===== config.mk =====
export PLATFORM = sky130hd
export DESIGN_NAME = ib_page_loader
export DESIGN_NICKNAME = d
export VERILOG_FILES = /design/src/rtl/ib_loader_pkg.sv /design/src/rtl/ib_rom_align_pipe.sv /design/src/rtl/ib_page_loader.sv
export SDC_FILE = /design/constraint.sdc
export NUM_CORES = 1
export LEC_CHECK = 0
export CORE_UTILIZATION = 52
export DETAILED_ROUTE_END_ITERATION = 10
export PLACE_DENSITY = 0.88
export SYNTH_ARGS = -nofsm -noshare
export SYNTH_HDL_FRONTEND = slang
export SYNTH_HIERARCHICAL = 1
export SYNTH_SLANG_ARGS = --single-unit

===== constraint.sdc =====
create_clock -name write_clk -period 2.95 [get_ports write_clk]
set_clock_uncertainty 0.1 [all_clocks]
set_input_delay 0.59 -clock write_clk [delete_from_list [all_inputs] [get_ports write_clk]]
set_output_delay 0.59 -clock write_clk [all_outputs]
set_load 0.05 [all_outputs]

===== src/rtl/ib_loader_pkg.sv =====
// Shared encodings for the IB page loader: FSM states, write-function tags, page counts.
// Latency: n/a (constants and a pure helper function only).
// Backpressure: n/a.
package ib_loader_pkg;

  // FSM state encoding
  localparam logic [2:0] S_IDLE  = 3'd0;
  localparam logic [2:0] S_RD_F0 = 3'd1;
  localparam logic [2:0] S_RD_F1 = 3'd2;
  localparam logic [2:0] S_RD_DN = 3'd3;
  localparam logic [2:0] S_DRAIN = 3'd4;
  localparam logic [2:0] S_DONE  = 3'd5;

  // Target IB-RAM carried along with each in-flight ROM read
  localparam logic [1:0] FN_F0 = 2'd0;
  localparam logic [1:0] FN_F1 = 2'd1;
  localparam logic [1:0] FN_DN = 2'd2;

  // The RAM page port is one bit wider than the page address field
  function automatic int page_count(input int page_addr_bw);
    return 1 << (page_addr_bw + 1);
  endfunction

  // Page counts for the default geometry
  localparam int NP = page_count(6);
  localparam int ND = page_count(6);

endpackage


===== src/rtl/ib_rom_align_pipe.sv =====
// Delay line that carries {valid, tag} alongside the IB-ROM read latency.
// Latency: DEPTH cycles from in_vld/in_tag to out_vld/out_tag.
// Backpressure: none; one entry accepted every cycle, reset empties the line.
module ib_rom_align_pipe #(
  parameter int DEPTH = 2,
  parameter int TAG_W = 9
) (
  input  logic             clk,
  input  logic             rst,
  input  logic             in_vld,
  input  logic [TAG_W-1:0] in_tag,
  output logic             out_vld,
  output logic [TAG_W-1:0] out_tag
);

  logic [DEPTH-1:0] vld_q;
  logic [TAG_W-1:0] tag_q [DEPTH];

  // Shift valid and tag one stage per cycle; reset drops everything in flight
  always_ff @(posedge clk) begin
    if (rst) begin
      vld_q <= '0;
      for (int i = 0; i < DEPTH; i++) tag_q[i] <= '0;
    end else begin
      vld_q[0] <= in_vld;
      tag_q[0] <= in_tag;
      for (int i = 1; i < DEPTH; i++) begin
        vld_q[i] <= vld_q[i-1];
        tag_q[i] <= tag_q[i-1];
      end
    end
  end

  assign out_vld = vld_q[DEPTH-1];
  assign out_tag = tag_q[DEPTH-1];

endmodule


===== src/rtl/ib_page_loader.sv =====
// Streams one iteration's F0, F1 and DN IB tables from the IB-ROMs into the IB-RAMs.
// Latency: load_done pulses 2*NP + ND + ROM_RD_LATENCY + 1 cycles after load_start.
// Backpressure: none; load_start is taken only in IDLE, ignored while busy.
module ib_page_loader
  import ib_loader_pkg::*;
#(
  parameter int VN_ROM_RD_BW    = 8,
  parameter int VN_ROM_ADDR_BW  = 11,
  parameter int VN_PAGE_ADDR_BW = 6,
  parameter int DN_ROM_RD_BW    = 2,
  parameter int DN_ROM_ADDR_BW  = 11,
  parameter int DN_PAGE_ADDR_BW = 6,
  parameter int ROM_RD_LATENCY  = 2,
  parameter int MAX_ITER        = 8,
  parameter int ITER_BW         = 3
) (
  input  logic                       write_clk,
  input  logic                       rst,
  input  logic                       load_start,
  input  logic [ITER_BW-1:0]         iter_num,
  output logic [VN_ROM_ADDR_BW-1:0]  vn_rom_addr,
  output logic                       vn_rom_en,
  input  logic [VN_ROM_RD_BW-1:0]    vn_rom_data,
  output logic [DN_ROM_ADDR_BW-1:0]  dn_rom_addr,
  output logic                       dn_rom_en,
  input  logic [DN_ROM_RD_BW-1:0]    dn_rom_data,
  output logic [VN_PAGE_ADDR_BW:0]   page_addr_ram_0,
  output logic [VN_PAGE_ADDR_BW:0]   page_addr_ram_1,
  output logic [DN_PAGE_ADDR_BW:0]   page_addr_ram_2,
  output logic [VN_ROM_RD_BW-1:0]    ram_write_dataA_0,
  output logic [VN_ROM_RD_BW-1:0]    ram_write_dataA_1,
  output logic [DN_ROM_RD_BW-1:0]    ram_write_dataA_2,
  output logic [2:0]                 ib_ram_we,
  output logic                       busy,
  output logic                       load_done,
  output logic                       iter_err
);

  localparam int NPG   = page_count(VN_PAGE_ADDR_BW);
  localparam int NDG   = page_count(DN_PAGE_ADDR_BW);
  // One page counter serves all three phases, sized for the wider page space
  localparam int CW    = ((VN_PAGE_ADDR_BW > DN_PAGE_ADDR_BW) ? VN_PAGE_ADDR_BW : DN_PAGE_ADDR_BW) + 1;
  localparam int DCW   = (ROM_RD_LATENCY > 1) ? $clog2(ROM_RD_LATENCY) : 1;
  localparam int TAG_W = 2 + CW;

  localparam logic [CW-1:0]      VN_LAST    = CW'(NPG - 1);
  localparam logic [CW-1:0]      DN_LAST    = CW'(NDG - 1);
  localparam logic [CW-1:0]      PAGE_ONE   = CW'(1);
  localparam logic [DCW-1:0]     DRAIN_LAST = DCW'(ROM_RD_LATENCY - 1);
  localparam logic [DCW-1:0]     DRAIN_ONE  = DCW'(1);
  localparam logic [ITER_BW:0]   ITER_LIMIT = (ITER_BW + 1)'(MAX_ITER);

  logic [2:0]          state;
  logic [ITER_BW-1:0]  iter_q;
  logic [CW-1:0]       page_q;
  logic [DCW-1:0]      drain_q;
  logic                err_q;

  logic                rd_vn;
  logic                rd_dn;
  logic [1:0]          fn_cur;
  logic [31:0]         fn_off;

  logic                p_vld;
  logic [TAG_W-1:0]    p_tag;
  logic [1:0]          p_fn;
  logic [CW-1:0]       p_page;

  logic [VN_PAGE_ADDR_BW:0] pg0_q, pg1_q;
  logic [DN_PAGE_ADDR_BW:0] pg2_q;
  logic [VN_ROM_RD_BW-1:0]  d0_q, d1_q;
  logic [DN_ROM_RD_BW-1:0]  d2_q;

  // Sequencer: accept a request, walk F0/F1/DN pages, then wait out the ROM latency
  always_ff @(posedge write_clk) begin
    if (rst) begin
      state   <= S_IDLE;
      iter_q  <= '0;
      page_q  <= '0;
      drain_q <= '0;
      err_q   <= 1'b0;
    end else begin
      err_q <= 1'b0;
      case (state)
        S_IDLE: begin
          if (load_start) begin
            if ({1'b0, iter_num} < ITER_LIMIT) begin
              iter_q <= iter_num;
              page_q <= '0;
              state  <= S_RD_F0;
            end else begin
              err_q <= 1'b1;
            end
          end
        end
        S_RD_F0: begin
          if (page_q == VN_LAST) begin
            page_q <= '0;
            state  <= S_RD_F1;
          end else begin
            page_q <= page_q + PAGE_ONE;
          end
        end
        S_RD_F1: begin
          if (page_q == VN_LAST) begin
            page_q <= '0;
            state  <= S_RD_DN;
          end else begin
            page_q <= page_q + PAGE_ONE;
          end
        end
        S_RD_DN: begin
          if (page_q == DN_LAST) begin
            page_q  <= '0;
            drain_q <= '0;
            state   <= S_DRAIN;
          end else begin
            page_q <= page_q + PAGE_ONE;
          end
        end
        S_DRAIN: begin
          if (drain_q == DRAIN_LAST) state <= S_DONE;
          else drain_q <= drain_q + DRAIN_ONE;
        end
        S_DONE:  state <= S_IDLE;
        default: state <= S_IDLE;
      endcase
    end
  end

  // Read-phase decode and the function tag that travels with each read
  always_comb begin
    rd_vn  = (state == S_RD_F0) || (state == S_RD_F1);
    rd_dn  = (state == S_RD_DN);
    fn_cur = FN_F0;
    fn_off = 32'd0;
    if (state == S_RD_F1) begin
      fn_cur = FN_F1;
      fn_off = 32'(NPG);
    end else if (state == S_RD_DN) begin
      fn_cur = FN_DN;
    end
  end

  // ROM addresses are truncated to the ROM width; outside a read phase they sit at 0
  assign vn_rom_en   = rd_vn;
  assign dn_rom_en   = rd_dn;
  assign vn_rom_addr = rd_vn ? VN_ROM_ADDR_BW'(32'(iter_q) * 32'(2 * NPG) + fn_off + 32'(page_q)) : '0;
  assign dn_rom_addr = rd_dn ? DN_ROM_ADDR_BW'(32'(iter_q) * 32'(NDG) + 32'(page_q)) : '0;

  ib_rom_align_pipe #(
    .DEPTH (ROM_RD_LATENCY),
    .TAG_W (TAG_W)
  ) u_align (
    .clk     (write_clk),
    .rst     (rst),
    .in_vld  (rd_vn | rd_dn),
    .in_tag  ({fn_cur, page_q}),
    .out_vld (p_vld),
    .out_tag (p_tag)
  );

  assign p_fn   = p_tag[TAG_W-1 -: 2];
  assign p_page = p_tag[CW-1:0];

  // Exactly one write enable per returning ROM word, chosen by its tag
  always_comb begin
    ib_ram_we = 3'b000;
    if (p_vld) begin
      case (p_fn)
        FN_F0:   ib_ram_we = 3'b001;
        FN_F1:   ib_ram_we = 3'b010;
        FN_DN:   ib_ram_we = 3'b100;
        default: ib_ram_we = 3'b000;
      endcase
    end
  end

  // Remember the last page/data written to each RAM so idle ports hold steady
  always_ff @(posedge write_clk) begin
    if (rst) begin
      pg0_q <= '0;
      pg1_q <= '0;
      pg2_q <= '0;
      d0_q  <= '0;
      d1_q  <= '0;
      d2_q  <= '0;
    end else begin
      if (ib_ram_we[0]) begin
        pg0_q <= p_page[VN_PAGE_ADDR_BW:0];
        d0_q  <= vn_rom_data;
      end
      if (ib_ram_we[1]) begin
        pg1_q <= p_page[VN_PAGE_ADDR_BW:0];
        d1_q  <= vn_rom_data;
      end
      if (ib_ram_we[2]) begin
        pg2_q <= p_page[DN_PAGE_ADDR_BW:0];
        d2_q  <= dn_rom_data;
      end
    end
  end

  // The selected port shows the live word in the same cycle as its write enable
  assign page_addr_ram_0   = ib_ram_we[0] ? p_page[VN_PAGE_ADDR_BW:0] : pg0_q;
  assign page_addr_ram_1   = ib_ram_we[1] ? p_page[VN_PAGE_ADDR_BW:0] : pg1_q;
  assign page_addr_ram_2   = ib_ram_we[2] ? p_page[DN_PAGE_ADDR_BW:0] : pg2_q;
  assign ram_write_dataA_0 = ib_ram_we[0] ? vn_rom_data : d0_q;
  assign ram_write_dataA_1 = ib_ram_we[1] ? vn_rom_data : d1_q;
  assign ram_write_dataA_2 = ib_ram_we[2] ? dn_rom_data : d2_q;

  assign busy      = (state != S_IDLE);
  assign load_done = (state == S_DONE);
  assign iter_err  = err_q;

endmodule

* Word-level counts from Yosys, hierarchy flattened
Memories as Yosys holds them, arrays and structs flattened. Index checks and enable logic that the tools add are counted.
Operators by class: add/subtract/negate cells 5, eq/ne operators 13, mux-type cells 30, bitwise gates (word level) 3, reductions and logical operators 11
Operator list (number):
- 7-bit 2-to-1 mux | 5
- 8-bit 2-to-1 mux | 3
- 11-bit 2-to-1 mux | 2
- 3-bit 2-to-1 mux | 6
- 9-bit 2-to-1 mux | 2
- 3-bit case mux with 5 select lines | 1
- 7-bit case mux with 2 select lines | 1
- 10-bit by 7-bit adder with 11-bit output | 1
- 11-bit by 7-bit adder with 11-bit output | 1
- 11-bit by 8-bit adder with 11-bit output | 1
- 3-bit case mux with 3 select lines | 1
- 2-bit inequality test, second input constant | 4
- 7-bit by 1-bit adder with 7-bit output, second input constant | 1
- 7-bit == test, second input constant | 1
- 3-bit by 2-bit == test with 1-bit output, second input constant | 2
- 3-bit == test, second input constant | 2
- 2-bit 2-to-1 mux | 3
- 2-bit AND reduction | 3
- 1-bit 2-to-1 mux | 5
- 5-bit AND reduction | 1
- 2-bit nonzero test | 2
- 3-bit by 1-bit == test with 1-bit output, second input constant | 1
- 3-bit zero test | 1
- 1-bit OR | 3
- other kinds (9) | 9
Storage, ports and cells: flip-flop bits (word level) 55, memory bits (writable) 18, input bits 16, output and inout port bits 69, memories kept 1
Memories:
- u_align.tag_q | words 2, bits a word 9, read ports 2, clocked after Yosys merged registers in 0, wr ports 2, line ib_rom_align_pipe.sv:17 | logic [TAG_W-1:0] tag_q [DEPTH];

* Depth between registers and ports, before layout
depth after elaboration 5, mapped depth 6, mapped depth without buffers 5

* Hierarchy
The synthesis kept the hierarchy.
By module, submodules not included:
- ib_page_loader | times used 1, cells an instance 241, area each 2461.1 µm², seq. area each 1061.0 µm²
- ib_rom_align_pipe | times used 1, cells an instance 51, area each 685.7 µm², seq. area each 400.4 µm²

* Least setup slack after synthesis
No wires, ideal clock.
path kind reg2out, from register state[2], to output port dn_rom_addr[0], arrival 1.817 ns, required time 2.260 ns, path slack 0.443 ns, stages on the path, launching flop included 6, buffers on the path 2, cell sequence dfxtp_1 > buf_2 > inv_1 > and3_1 > clkbuf_1 > and2_1
On the way: cells in the longest elaborated chain, start to end 2
Ends and longest elaborated chain:
- start: declaration | line ib_page_loader.sv:53 | logic [2:0] state;
- start signal: assignment | line ib_page_loader.sv:77 | state <= S_IDLE;
- start signal: assignment | line ib_page_loader.sv:90 | state <= S_RD_F0;
- start signal: assignment | line ib_page_loader.sv:99 | state <= S_RD_F1;
- 3-bit by 2-bit == test with 1-bit output | line ib_page_loader.sv:134 | rd_dn = (state == S_RD_DN);
- named net dn_rom_en | line ib_page_loader.sv:25 | output logic dn_rom_en,
- 11-bit 2-to-1 mux | line ib_page_loader.sv:149 | assign dn_rom_addr = rd_dn ? DN_ROM_ADDR_BW'(32'(iter_q) * 32'(NDG) + 32'(page_q)) : '0;
- end: declaration | line ib_page_loader.sv:24 | output logic [DN_ROM_ADDR_BW-1:0] dn_rom_addr,
The timed path passes the listed nets, and every way through them passes these cells.

==> results.rst <==
.. list-table::
   :header-rows: 1

   * - Metric
     - Value
   * - Crit Reg-Reg Endpoint
     - d0_q[6]
   * - Highest net fanout along the worst path
     - 16
   * - Detailed-route wire length per cell
     - 13.8 µm
   * - Accumulated negative setup slack
     - 0 ns
   * - PortBufs
     - between 80 and 90
   * - Mean instance size in the synthesized netlist
     - between 10 and 15 µm²
   * - Run status
     - complete, no violations
   * - MaxCap Viol Count
     - 0
   * - Leakage
     - 1.90 nW
   * - Number of clock buffers inserted by TritonCTS
     - 9
   * - Number of search-and-repair iterations in the first detailed-routing pass
     - 4
   * - WS Path Type
     - flip-flop to output port
   * - Detailed placement HPWL
     - 4040 µm
   * - Worst IR Drop VDD
     - between 0.2 and 0.25 mV
   * - Reg-to-Reg Start
     - u_align/vld_q[1]
   * - Global-route wire length before repair
     - around 9400 µm
   * - Instance count of the mapped netlist
     - 292
   * - Post-route standard cell area excluding fillers
     - 0.00412 mm²
   * - Transition at the pin with the smallest max-transition slack
     - 0.717 ns
   * - Top Ports
     - 85
   * - Effective utilization at floorplan
     - 55.4%
   * - Diodes inserted
     - 0
   * - Total number of H-tree levels
     - 3
   * - Total via count after detailed routing
     - approximately 2200
   * - Max-slew headroom at the worst pin
     - about half
   * - Library cell with the largest summed area after synthesis
     - sky130_fd_sc_hd__dfxtp_1
   * - Fraction of synthesized cell area taken by the top area cell type
     - between 40 and 50%
   * - Core area
     - 0.00568 mm²
   * - Ranking of synthesized cells by area
     - sky130_fd_sc_hd__dfxtp_1 46%, sky130_fd_sc_hd__mux2_2 10%, sky130_fd_sc_hd__nor2b_1 6.0%
   * - Cell area power density
     - 471 mW/mm²
   * - Die Area
     - about 0.0064 mm²
   * - Root cell of the clock tree
     - sky130_fd_sc_hd__clkbuf_8
   * - Total Routed Length
     - between 6000 and 7000 µm
   * - Area Growth Syn to Fin
     - 31.0%
   * - Post-detailed-route count of antenna-violating nets
     - 0
   * - Fraction of layout cells with a size suffix above 1
     - 33.3%
   * - Max-slew violation count
     - 0
   * - Clock tree from TritonCTS
     - built
   * - Period utilization
     - 96.9%
   * - Clk_lat worst skew
     - 0.34 ns
   * - Post-synthesis instance area
     - about 0.0031 mm²
   * - Sequential fraction of the synthesis area
     - 46.4%
   * - Site Rows
     - 27
   * - Nets@finish
     - 379
   * - Endpoint kind of the worst setup timing path
     - output port
   * - RSZ-0062 raised after global routing
     - no
   * - Max Freq
     - 350 MHz
   * - Synthesis Warnings
     - 6
   * - Largest net degree at the start of global routing
     - 74
   * - Final setup fails
     - 0
   * - Total global routing track utilization
     - 19.4%
   * - Total count of hold-check failures in the final report
     - 0
   * - Path category of the worst min-delay check
     - flip-flop to flip-flop
   * - RePlAce Congestion
     - between 0.8 and 0.9
   * - Placed Instance Area
     - 0.00393 mm²
   * - Clock sink count
     - 73
   * - DRC violations left
     - 0
   * - Die boundary width
     - 79.8 µm
   * - Data arrival time of the critical path
     - 2.17 ns
   * - Instance count along the most critical hold path
     - 1
   * - Cells on worst reg2reg path
     - 4
   * - Worst slack after detailed placement
     - 0.227 ns
   * - Launch point of the worst hold path
     - u_align/tag_q[0][6]
   * - Maximum count of clock buffers along a single path
     - 2
   * - Die H
     - between 70 and 80 µm
   * - Count of unique library cells instantiated by Yosys
     - 39
   * - End point of the worst hold path
     - u_align/tag_q[0][15]
   * - Clock-pin slew reported for the worst setup and hold paths after clock tree synthesis
     - 0.07 ns
   * - Synthesized flop and latch total
     - 73
   * - Number of global-route vias before repair
     - 2116
   * - Number of antenna violations at the first check in global routing
     - 0
   * - R2R Setup Slk
     - between 1 and 1.5 ns
   * - Total gr overflow
     - 0
   * - Number of violations reported at the end of detailed-routing iteration 0
     - 90
   * - Via-per-instance ratio
     - 5.05
   * - Setup crit start kind
     - flip-flop
   * - Data required, critical path
     - 2.26 ns
   * - Shortest clock period the worst path allows after layout
     - 2.86 ns
   * - Worst Slack Setup Final
     - 0.0915 ns
-- flip-flops by register name, indices dropped and copies added, names as in the netlist, 3 cells and up --
name and count:
d1_q 8, iter_q 3, state 3, u_align/tag_q 18
page_q 7, d0_q 8, pg1_q 7, pg2_q 7
pg0_q 7
-- cell families (layout without fill, tap and decap cells) --
kind of cell / count (synthesis) / after routing / synth area share, %
multiplexers: 44 / 44 / 16.6
buffers and inverters: 34 / 107 / 6.60
adder cells (fa/ha/maj): 1 / 1 / 0.398
flip-flops: 73 / 73 / 46.4
XOR/XNOR: 4 / 4 / 1.11
AO/OA/AOI/OAI: 16 / 16 / 3.06
AND/OR/NAND/NOR: 119 / 119 / 25.6
other: 1 / 2 / 0.119
-- through the flow --
stage / power [W] / instances / hold slack (ns) / util, %
final: 0.00194 / 438 / 0.341 / 72.6
after CTS: 0.00195 / 438 / 0.342 / 72.5
after global routing: 0.00201 / 438 / 0.355 / 72.6
after detailed placement: 0.00119 / 423 / 0.322 / 69.3
after global placement: 0.00119 / 423 / 0.321 / 69.3
after floorplan: 0.00114 / 293 / 0.315 / -
-- final cells by class --
| cell class | instances | area (µm²) |
|---|---|---|
| well taps | 72 | 90.1 |
| repair buffers | 86 | 871 |
| clock inverters | 3 | 40.0 |
| flip-flops and latches | 73 | 1460 |
| multi-input cells | 186 | 1480 |
| clock buffers | 12 | 155 |
| fillers | 405 | 1550 |
| inverters | 6 | 22.5 |
-- critical path, stage by stage (launching register included) --
cell                              delay, ns
sky130_fd_sc_hd__dfxtp_1               0.43
sky130_fd_sc_hd__nand3b_4              0.27
sky130_fd_sc_hd__mux2_2                0.32
sky130_fd_sc_hd__clkdlybuf4s50_1       0.80
-- Yosys cell counts (all sizes together) --
library cell,n
o211ai,1
xnor2,2
and3,7
mux2,39
inv,6
nor2b,50
buf,20
mux2i,5
and2b,9
nor2,7
nand4,1
a21oi,7
a41oi,1
conb,1
o21ai,2
xor2,2
o21bai,1
a22oi,1
nor3b,2
a31oi,2
nand3,8
nand3b,2
clkbuf,8
dfxtp,73
o31ai,1
or3,1
and2,20
nor3,8
ha,1
nand2,4
-- placed cells by master, fill, tap and decap left out, types with 3 or more instances in the layout --
cell type | Yosys | layout
sky130_fd_sc_hd__inv_1 | 6 | 6
sky130_fd_sc_hd__nand2_1 | 4 | 4
sky130_fd_sc_hd__clkbuf_8 | 0 | 11
sky130_fd_sc_hd__nor2b_2 | 16 | 16
sky130_fd_sc_hd__and2b_1 | 9 | 9
sky130_fd_sc_hd__nor2b_1 | 30 | 30
sky130_fd_sc_hd__nor2_1 | 7 | 7
sky130_fd_sc_hd__mux2_4 | 9 | 9
sky130_fd_sc_hd__dfxtp_1 | 73 | 73
sky130_fd_sc_hd__nor3_1 | 8 | 8
sky130_fd_sc_hd__dlygate4sd2_1 | 0 | 10
sky130_fd_sc_hd__buf_12 | 1 | 11
sky130_fd_sc_hd__nand3_1 | 8 | 8
sky130_fd_sc_hd__mux2_2 | 29 | 29
sky130_fd_sc_hd__a21oi_1 | 7 | 7
sky130_fd_sc_hd__buf_4 | 11 | 36
sky130_fd_sc_hd__and3_1 | 7 | 7
sky130_fd_sc_hd__mux2i_1 | 5 | 5
sky130_fd_sc_hd__clkdlybuf4s50_1 | 0 | 25
sky130_fd_sc_hd__nor2b_4 | 4 | 4
sky130_fd_sc_hd__dlymetal6s2s_1 | 0 | 3
sky130_fd_sc_hd__and2_1 | 20 | 20
-- report_power, final --
group	leakage [nW]	internal, W	total [W]	switching (W)
Sequential	0.589	0.000996	0.00101	0.0000111
Combinational	1.21	0.0000667	0.000160	0.0000937
Clock	0.102	0.000430	0.000775	0.000346
-- metal layers --
layer	routed length, µm	vias up	share of wire, %	track usage, %
met5	0	-	0	0
met4	68	0	1.1	7.32
met3	451	8	7.5	6.51
met2	2920	77	48	33.5
met1	2590	1033	43	22.0
li1	-	1095	-	-
-- worst max-delay path by stage --
| stage | startpoint | end | cells past startpoint | slack, ns |
|---|---|---|---|---|
| after floorplan | state[2] | dn_rom_addr[0] | 5 | 0.44 |
| after global placement | vn_rom_data[5] | ram_write_dataA_1[5] | 3 | 0.27 |
| after detailed placement | vn_rom_data[5] | ram_write_dataA_1[5] | 3 | 0.23 |
| after CTS | u_align/tag_q[0][16] | page_addr_ram_1[4] | 3 | 0.05 |
| after global routing | u_align/tag_q[0][16] | ram_write_dataA_1[5] | 3 | 0.0001 |
| final | u_align/tag_q[0][16] | page_addr_ram_1[2] | 3 | 0.09 |
-- timing repair --
action	CTS	global route
endpoints found under the setup margin	10	3
resized for setup	10	3
buffers inserted	0	0
hold buffers	0	0
No activity file was read; power rests on OpenSTA's default activity.
